<file path="src/rtl/clk_pulse_gen.sv">
// Multi-channel programmable clock-enable / pulse generator.
// Each channel divides the system clock by a run-time period and emits a duty-cycled level plus a period-start tick.
module clk_pulse_gen #(
   parameter int NCH     = 4,
   parameter int DIV_W   = 16,
   parameter int CH_W    = (NCH > 1) ? $clog2(NCH) : 1,
   parameter int DEF_DIV = 10
) (
   input  logic             clk,
   input  logic             rst_n,
   input  logic [NCH-1:0]   en,
   input  logic             load,
   input  logic [CH_W-1:0]  load_ch,
   input  logic [DIV_W-1:0] div_val,
   input  logic [DIV_W-1:0] high_val,
   input  logic             sync,
   output logic [NCH-1:0]   pout,
   output logic [NCH-1:0]   tick
);

   typedef enum logic {
      IDLE = 1'b0,
      RUN  = 1'b1
   } chState_e;

   logic [DIV_W-1:0] period_q [NCH];
   logic [DIV_W-1:0] period_d [NCH];
   logic [DIV_W-1:0] high_q   [NCH];
   logic [DIV_W-1:0] high_d   [NCH];
   logic [DIV_W-1:0] cnt_q    [NCH];
   logic [DIV_W-1:0] cnt_d    [NCH];
   chState_e         state_q  [NCH];
   chState_e         state_d  [NCH];

   always_ff @(posedge clk) begin
      if (!rst_n) begin
         for (int i = 0; i < NCH; i++) begin
            period_q[i] <= DIV_W'(DEF_DIV);
            high_q[i]   <= DIV_W'(DEF_DIV >> 1);
            cnt_q[i]    <= '0;
            state_q[i]  <= IDLE;
         end
      end else begin
         period_q <= period_d;
         high_q   <= high_d;
         cnt_q    <= cnt_d;
         state_q  <= state_d;
      end
   end

   // A load always wins over enable/sync so a reprogrammed channel restarts cleanly from IDLE.
   always_comb begin
      for (int i = 0; i < NCH; i++) begin
         period_d[i] = period_q[i];
         high_d[i]   = high_q[i];
         cnt_d[i]    = cnt_q[i];
         state_d[i]  = state_q[i];

         if (load && (load_ch == CH_W'(i))) begin
            period_d[i] = div_val;
            high_d[i]   = high_val;
            cnt_d[i]    = '0;
            state_d[i]  = IDLE;
         end else if (!en[i] || (period_q[i] == '0)) begin
            cnt_d[i]    = '0;
            state_d[i]  = IDLE;
         end else if (state_q[i] == IDLE) begin
            cnt_d[i]    = '0;
            state_d[i]  = RUN;
         end else if (sync) begin
            cnt_d[i]    = '0;
         end else if (cnt_q[i] == (period_q[i] - DIV_W'(1))) begin
            cnt_d[i]    = '0;
         end else begin
            cnt_d[i]    = cnt_q[i] + DIV_W'(1);
         end
      end
   end

   always_comb begin
      pout = '0;
      tick = '0;
      for (int i = 0; i < NCH; i++) begin
         pout[i] = (state_q[i] == RUN) && (cnt_q[i] < high_q[i]);
         tick[i] = (state_q[i] == RUN) && (cnt_q[i] == '0);
      end
   end

endmodule

</file>
<file path="config.mk">
export PLATFORM = sky130hd
export DESIGN_NAME = clk_pulse_gen
export DESIGN_NICKNAME = d
export VERILOG_FILES = /design/src/rtl/clk_pulse_gen.sv
export SDC_FILE = /design/constraint.sdc
export NUM_CORES = 1
export LEC_CHECK = 0
export ABC_AREA = 1
export BUFFER_PORTS_ARGS = -buffer_cell sky130_fd_sc_hd__buf_4
export CAP_MARGIN = 20
export CELL_PAD_IN_SITES_DETAIL_PLACEMENT = 0
export CELL_PAD_IN_SITES_GLOBAL_PLACEMENT = 2
export CORE_UTILIZATION = 38
export CTS_CLUSTER_DIAMETER = 50
export DETAILED_ROUTE_END_ITERATION = 7
export PLACE_DENSITY = 0.95
export SKIP_CTS_REPAIR_TIMING = 1
export SYNTH_ARGS = -nofsm -noshare
export SYNTH_HDL_FRONTEND = slang
export SYNTH_SLANG_ARGS = --single-unit
</file>
<file path="constraint.sdc">
create_clock -name clk -period 4.4 [get_ports clk]
set_input_delay 0.44 -clock clk [delete_from_list [all_inputs] [get_ports clk]]
set_output_delay 0.44 -clock clk [all_outputs]
set_load 0.01 [all_outputs]
</file>
=== Word-level counts from Yosys, hierarchy flattened ===
Cells that the tools add are included.

* Multiplexer cells: 4
* Bitwise operators: 5
* Reduce and logical (&&, ||, !) cells: 37
* $lt $le $gt $ge: 4
* Equality and inequality tests: 7
* Add/sub/neg operators: 8

{| class="wikitable"
|+ Operators with widths
! kind !! count
|-
| 16-bit logical NOT || 8
|-
| 16-bit by 1-bit adder with 16-bit output, second input constant || 4
|-
| 16-bit equality test || 4
|-
| 16-bit less-than comparator || 4
|-
| 16-bit by 1-bit subtractor with 16-bit output, second input constant || 4
|-
| 6-bit OR reduction || 4
|-
| 1-bit logical AND || 12
|-
| 2-bit OR reduction || 4
|-
| 1-bit inverter || 5
|-
| 2-bit equality test, second input constant || 2
|-
| 1-bit logical NOT || 4
|-
| 1-bit logical OR || 4
|-
| 1-bit 2-to-1 mux || 4
|-
| 2-bit by 1-bit equality test with 1-bit output, second input constant || 1
|-
| 2-bit logical NOT || 1
|}

* Bits in registers: 196
* Output and inout bits: 8
* Input port bits: 42
* Logic and storage cells: 81

=== Depth between registers and ports, before layout ===
* Word-level depth: 3
* Depth in mapped cells: 16
* Mapped depth without buffers: 15

=== Least setup slack after synthesis ===
OpenSTA, ideal clock, no wires.

* Path kind: register -> register
* Start point: register period_q[0] (netlist bit)
* End point: register cnt_q[7] (netlist bit)
* Setup slack: 2,637 ps
* Path buffers: 1
* Data required time: 4,284 ps
* Arrival: 1,647 ps
* Cell stages (with the launch flop): 15
* Library setup time: 116 ps
* Period minus slack after synthesis: 1,763 ps
* Cells stage by stage: dfxtp_1 inv_1 ha_1 nand2_1 nor2_1 nand2_1 nand3_1 nand2_1 nor2_1 nand3_1 nor2_1 nand3_1 nand2_2 buf_6 nor2_1

* Cells in the longest elaborated chain, start to end: 3
* Elaborated cells between the ends (all ways): 5
* Those cells by class: 1 x add/sub; 1 x eq/ne; 3 x reduce/logical

{| class="wikitable"
|+ Ends and longest elaborated chain
! item !! line !! RTL
|-
| from (decl) || 26 || <nowiki>logic [DIV_W-1:0] period_q [NCH];</nowiki>
|-
| from (signal, indexed assignment) || 38 || <nowiki>period_q[i] <= DIV_W'(DEF_DIV);</nowiki>
|-
| from (signal assigned) || 44 || <nowiki>period_q <= period_d;</nowiki>
|-
| 16-bit by 1-bit subtractor with 16-bit output / 16-bit logical NOT (equally long branches) || 72, 64 ||
|-
| 16-bit equality test / 1-bit logical OR (equally long branches) || 72, 64 ||
|-
| 6-bit OR reduction (no source line) * || n/a ||
|-
| to (signal assigned) || 46 || <nowiki>cnt_q <= cnt_d;</nowiki>
|-
| to (decl) || 30 || <nowiki>logic [DIV_W-1:0] cnt_q [NCH];</nowiki>
|}

Mark *: on every way between the ends. The rest lies on a longest branch, timed or not.
A chain may end at the register's enable or synchronous reset.

=== Worst setup path after layout ===
* Start point: register cnt_q[19] (netlist bit)
* End point: output port pout[2]

* Cells in the longest elaborated chain, start to end: 2

{| class="wikitable"
|+ Ends and longest elaborated chain
! item !! line !! RTL
|-
| 16-bit less-than comparator || 84 || <nowiki>pout[i] = (state_q[i] == RUN) && (cnt_q[i] < high_q[i]);</nowiki>
|-
| 1-bit logical AND || 84 ||
|-
| to (decl) || 17 || <nowiki>output logic [NCH-1:0] pout,</nowiki>
|}

Every way passes these cells.

==> flow_summary_export.csv <==
group,metric,value,unit
status,status,"completed",
finish,nets,1763,
floorplanning,start_util,0.390,
worst_setup_path,r2r-start,"period_q[48]",
drt,drtIter0Drc,516,
clock_tree,root_buffer,"clkbuf_16",
yosys,synth-main-ff-cell,"dfxtp_1",
power_and_ir_drop,seq_power_share,0.479,
clock_tree,ctsLongestPathBuffers,2,
power_and_ir_drop,swShare,0.285,
sta,tns,0,ns
power_and_ir_drop,ir_drop,0.235,mV
finish,drive_gt1_frac,0.0722,
sta,slew_headroom,0.526,
yosys,ys_seq_area_frac,0.348,
sta,worst_pin_slew,0.711,ns
yosys,muxShareOfSynthArea,0,
grt,grt_usage,0.211,
placement,port_buffers,49,
floorplanning,die_w,174,um
floorplanning,die_h,174,um
yosys,synth-xor-area-share,0.0812,
worst_setup_path,crit_type,"register to output port",
drt,wl_per_cell,15.0,um
yosys,synth_adder_area_share,0.0799,
drt,via_per_inst,4.80,
clock_tree,cts.sink_count,196,
yosys,yosysTopAreaCellShare,0.348,
min_path,hp-class,"input port to register",
drt,routed_wl,30800,um
grt,antenna_found_initial,0,
sta,finClkSkew,0.0153,ns
worst_setup_path,cp_data_arrival_time,2.05,ns
clock_tree,cts_tree,"built",
floorplanning,fp-row-count,62,
yosys,synth_compound_area_frac,0.136,
sta,timing.fmax,402,MHz
yosys,synthDistinctLibCells,35,
yosys,synth_area_leaders,"dfxtp_1 (35%), nand2_1 (8.5%), inv_1 (8.1%), ha_1 (8.0%), nor2_1 (7.1%)",
yosys,synth_area_leader_cell,"dfxtp_1",
sta,rsz0062_at_grt,"no",
yosys,synth-seq-cells,196,
drt,dr.pass1.iters,4,
power_and_ir_drop,p_int,2800,uW
yosys,synth_edf_count,0,
placement,dp.cells,2014,
sta,setup_viol,0,
worst_setup_path,cp_max_fo,6,
yosys,postSynthAreaPerCell,6.97,um2
yosys,async_flop_share,0,
drt,vias,9814,
run,maxCapViolCount,0,
yosys,syn_inst,1619,
floorplanning,die_area,0.0304,mm2
power_and_ir_drop,combPwrFrac,0.116,
sta,period_share,0.565,
sta,hold_viol_final,0,
grt,grt_max_degree,77,
power_and_ir_drop,power_frac_clock,0.405,
sta,drv_slew,0,
min_path,hp-start,"high_val[2]",
finish,final_cell_mix,"nand2_1 (256), inv_1 (243), nor2_1 (213)",
worst_setup_path,cp-end-kind,"output port",
drt,drcViolationCount,0,
yosys,synth_warnings,0,
power_and_ir_drop,p_sw,1120,uW
placement,gp_congestion,0.817,
floorplanning,core_area,0.0289,mm2
placement,hpwl,22900,um
floorplanning,boundaryPins,50,
yosys,synth_nets,1733,
yosys,synth-simple-area-share,0.255,
worst_setup_path,required,3.96,ns
clock_tree,path_clk_slew,0.08,ns
drt,ant_nets,0,
clock_tree,htreeDepth,4,
finish,layout.cells.most_common,"nand2_1",
yosys,synth_top_family_by_area,"simple AND/OR/NAND/NOR gates",
finish,fin_cells,2046,
clock_tree,cts_made_buffers,17,
grt,grt_remaining_overflow,0,
finish,diodes,0,
grt,grt_pass1_vias,9228,
power_and_ir_drop,power.density,312,mW/mm2
power_and_ir_drop,leakage,0.00544,uW
finish,area_growth,11.4,%
yosys,synth_area,0.0113,mm2
clock_tree,clkLatencyLatePin,0.45,ns
worst_setup_path,start_kind,"register",
worst_setup_path,critical_path.startpoint,"cnt_q[19]",
grt,grt_pass1_wl,49800,um
sta,period_needed,2.49,ns
## registers in the layout (all words and copies together), names as in the netlist
signal	cells
cnt_q	64
high_q	64
state_q	4
period_q	64
## kinds of logic (layout without fill, tap and decap cells)
group / count (synthesis) / after routing
xor gates and xnor gates: 103 / 103
adders and majority gates: 72 / 72
and+or+nand+nor: 661 / 661
DFF: 196 / 196
buffers and inverters: 292 / 335
AOI/OAI and AO/OA: 295 / 295
## power by group through the flow
stage | Combinational, uW | Clock [uW] | Sequential (uW)
floorplan | 304 | 0 | 1910
global placement | 449 | 0 | 1920
detailed placement | 454 | 0 | 1920
CTS | 457 | 1630 | 1880
global route | 521 | 1700 | 1880
finish | 455 | 1590 | 1880
## metrics by stage
step                      setup WS, ns  total power [uW]  hold WS (ns)  cell area [um2]  utilization
final                             1.91              3920         0.275            12600        0.434
after global routing              1.72              4110         0.274            12600        0.434
after CTS                         1.82              3970         0.261            12600        0.434
after detailed placement          2.02              2370         0.447            12000        0.414
after global placement            2.05              2370         0.440            12000        0.414
after floorplan                   2.64              2210         0.429            11300            -
## area by class of cell
class                   count  area, um2
clock inverters            15        161
repair buffers             56        420
multi-input cells        1131       6230
well taps                 384        480
inverters                 247        927
fillers                  3046      16400
flip-flops and latches    196       3920
clock buffers              17        425
## cell usage after synthesis, types with 7 or more instances
cell type / n
o21ai_0: 132
nor4_1: 7
nand2_1: 256
ha_1: 72
o21bai_1: 8
inv_1: 243
nor2_1: 213
a21oi_1: 136
clkbuf_1: 39
o211ai_1: 12
xor2_1: 81
nand4_1: 19
nor3_1: 16
dfxtp_1: 196
nand3_1: 110
nand2_2: 7
xnor2_1: 21
nor2_2: 10
## critical path, stage by stage (launching register included)
cell	delay (ns)
dfxtp_1	0.45
ha_1	0.29
a21oi_1	0.15
o21ai_0	0.13
nand4_1	0.10
o211ai_1	0.11
nand3_1	0.09
nand2_1	0.05
nor2_1	0.11
buf_4	0.14
## worst paths after layout
path | to | slack [ns] | depth (start not counted)
max | pout[2] | 1.91 | 9
min | high_q[50] | 0.27 | 3
max reg2reg | cnt_q[55] | 2.23 | 13
min reg2reg | high_q[63] | 0.46 | 2
## layer usage
layer / vias up / global-route usage / wire (um)
li1: 5258 / - / -
met1: 4403 / 0.281 / 15000
met2: 120 / 0.354 / 14300
met3: 33 / 0.0256 / 765
met4: 0 / 0.0636 / 682
met5: - / 0 / 0
Power figures use the tool's default switching activity.
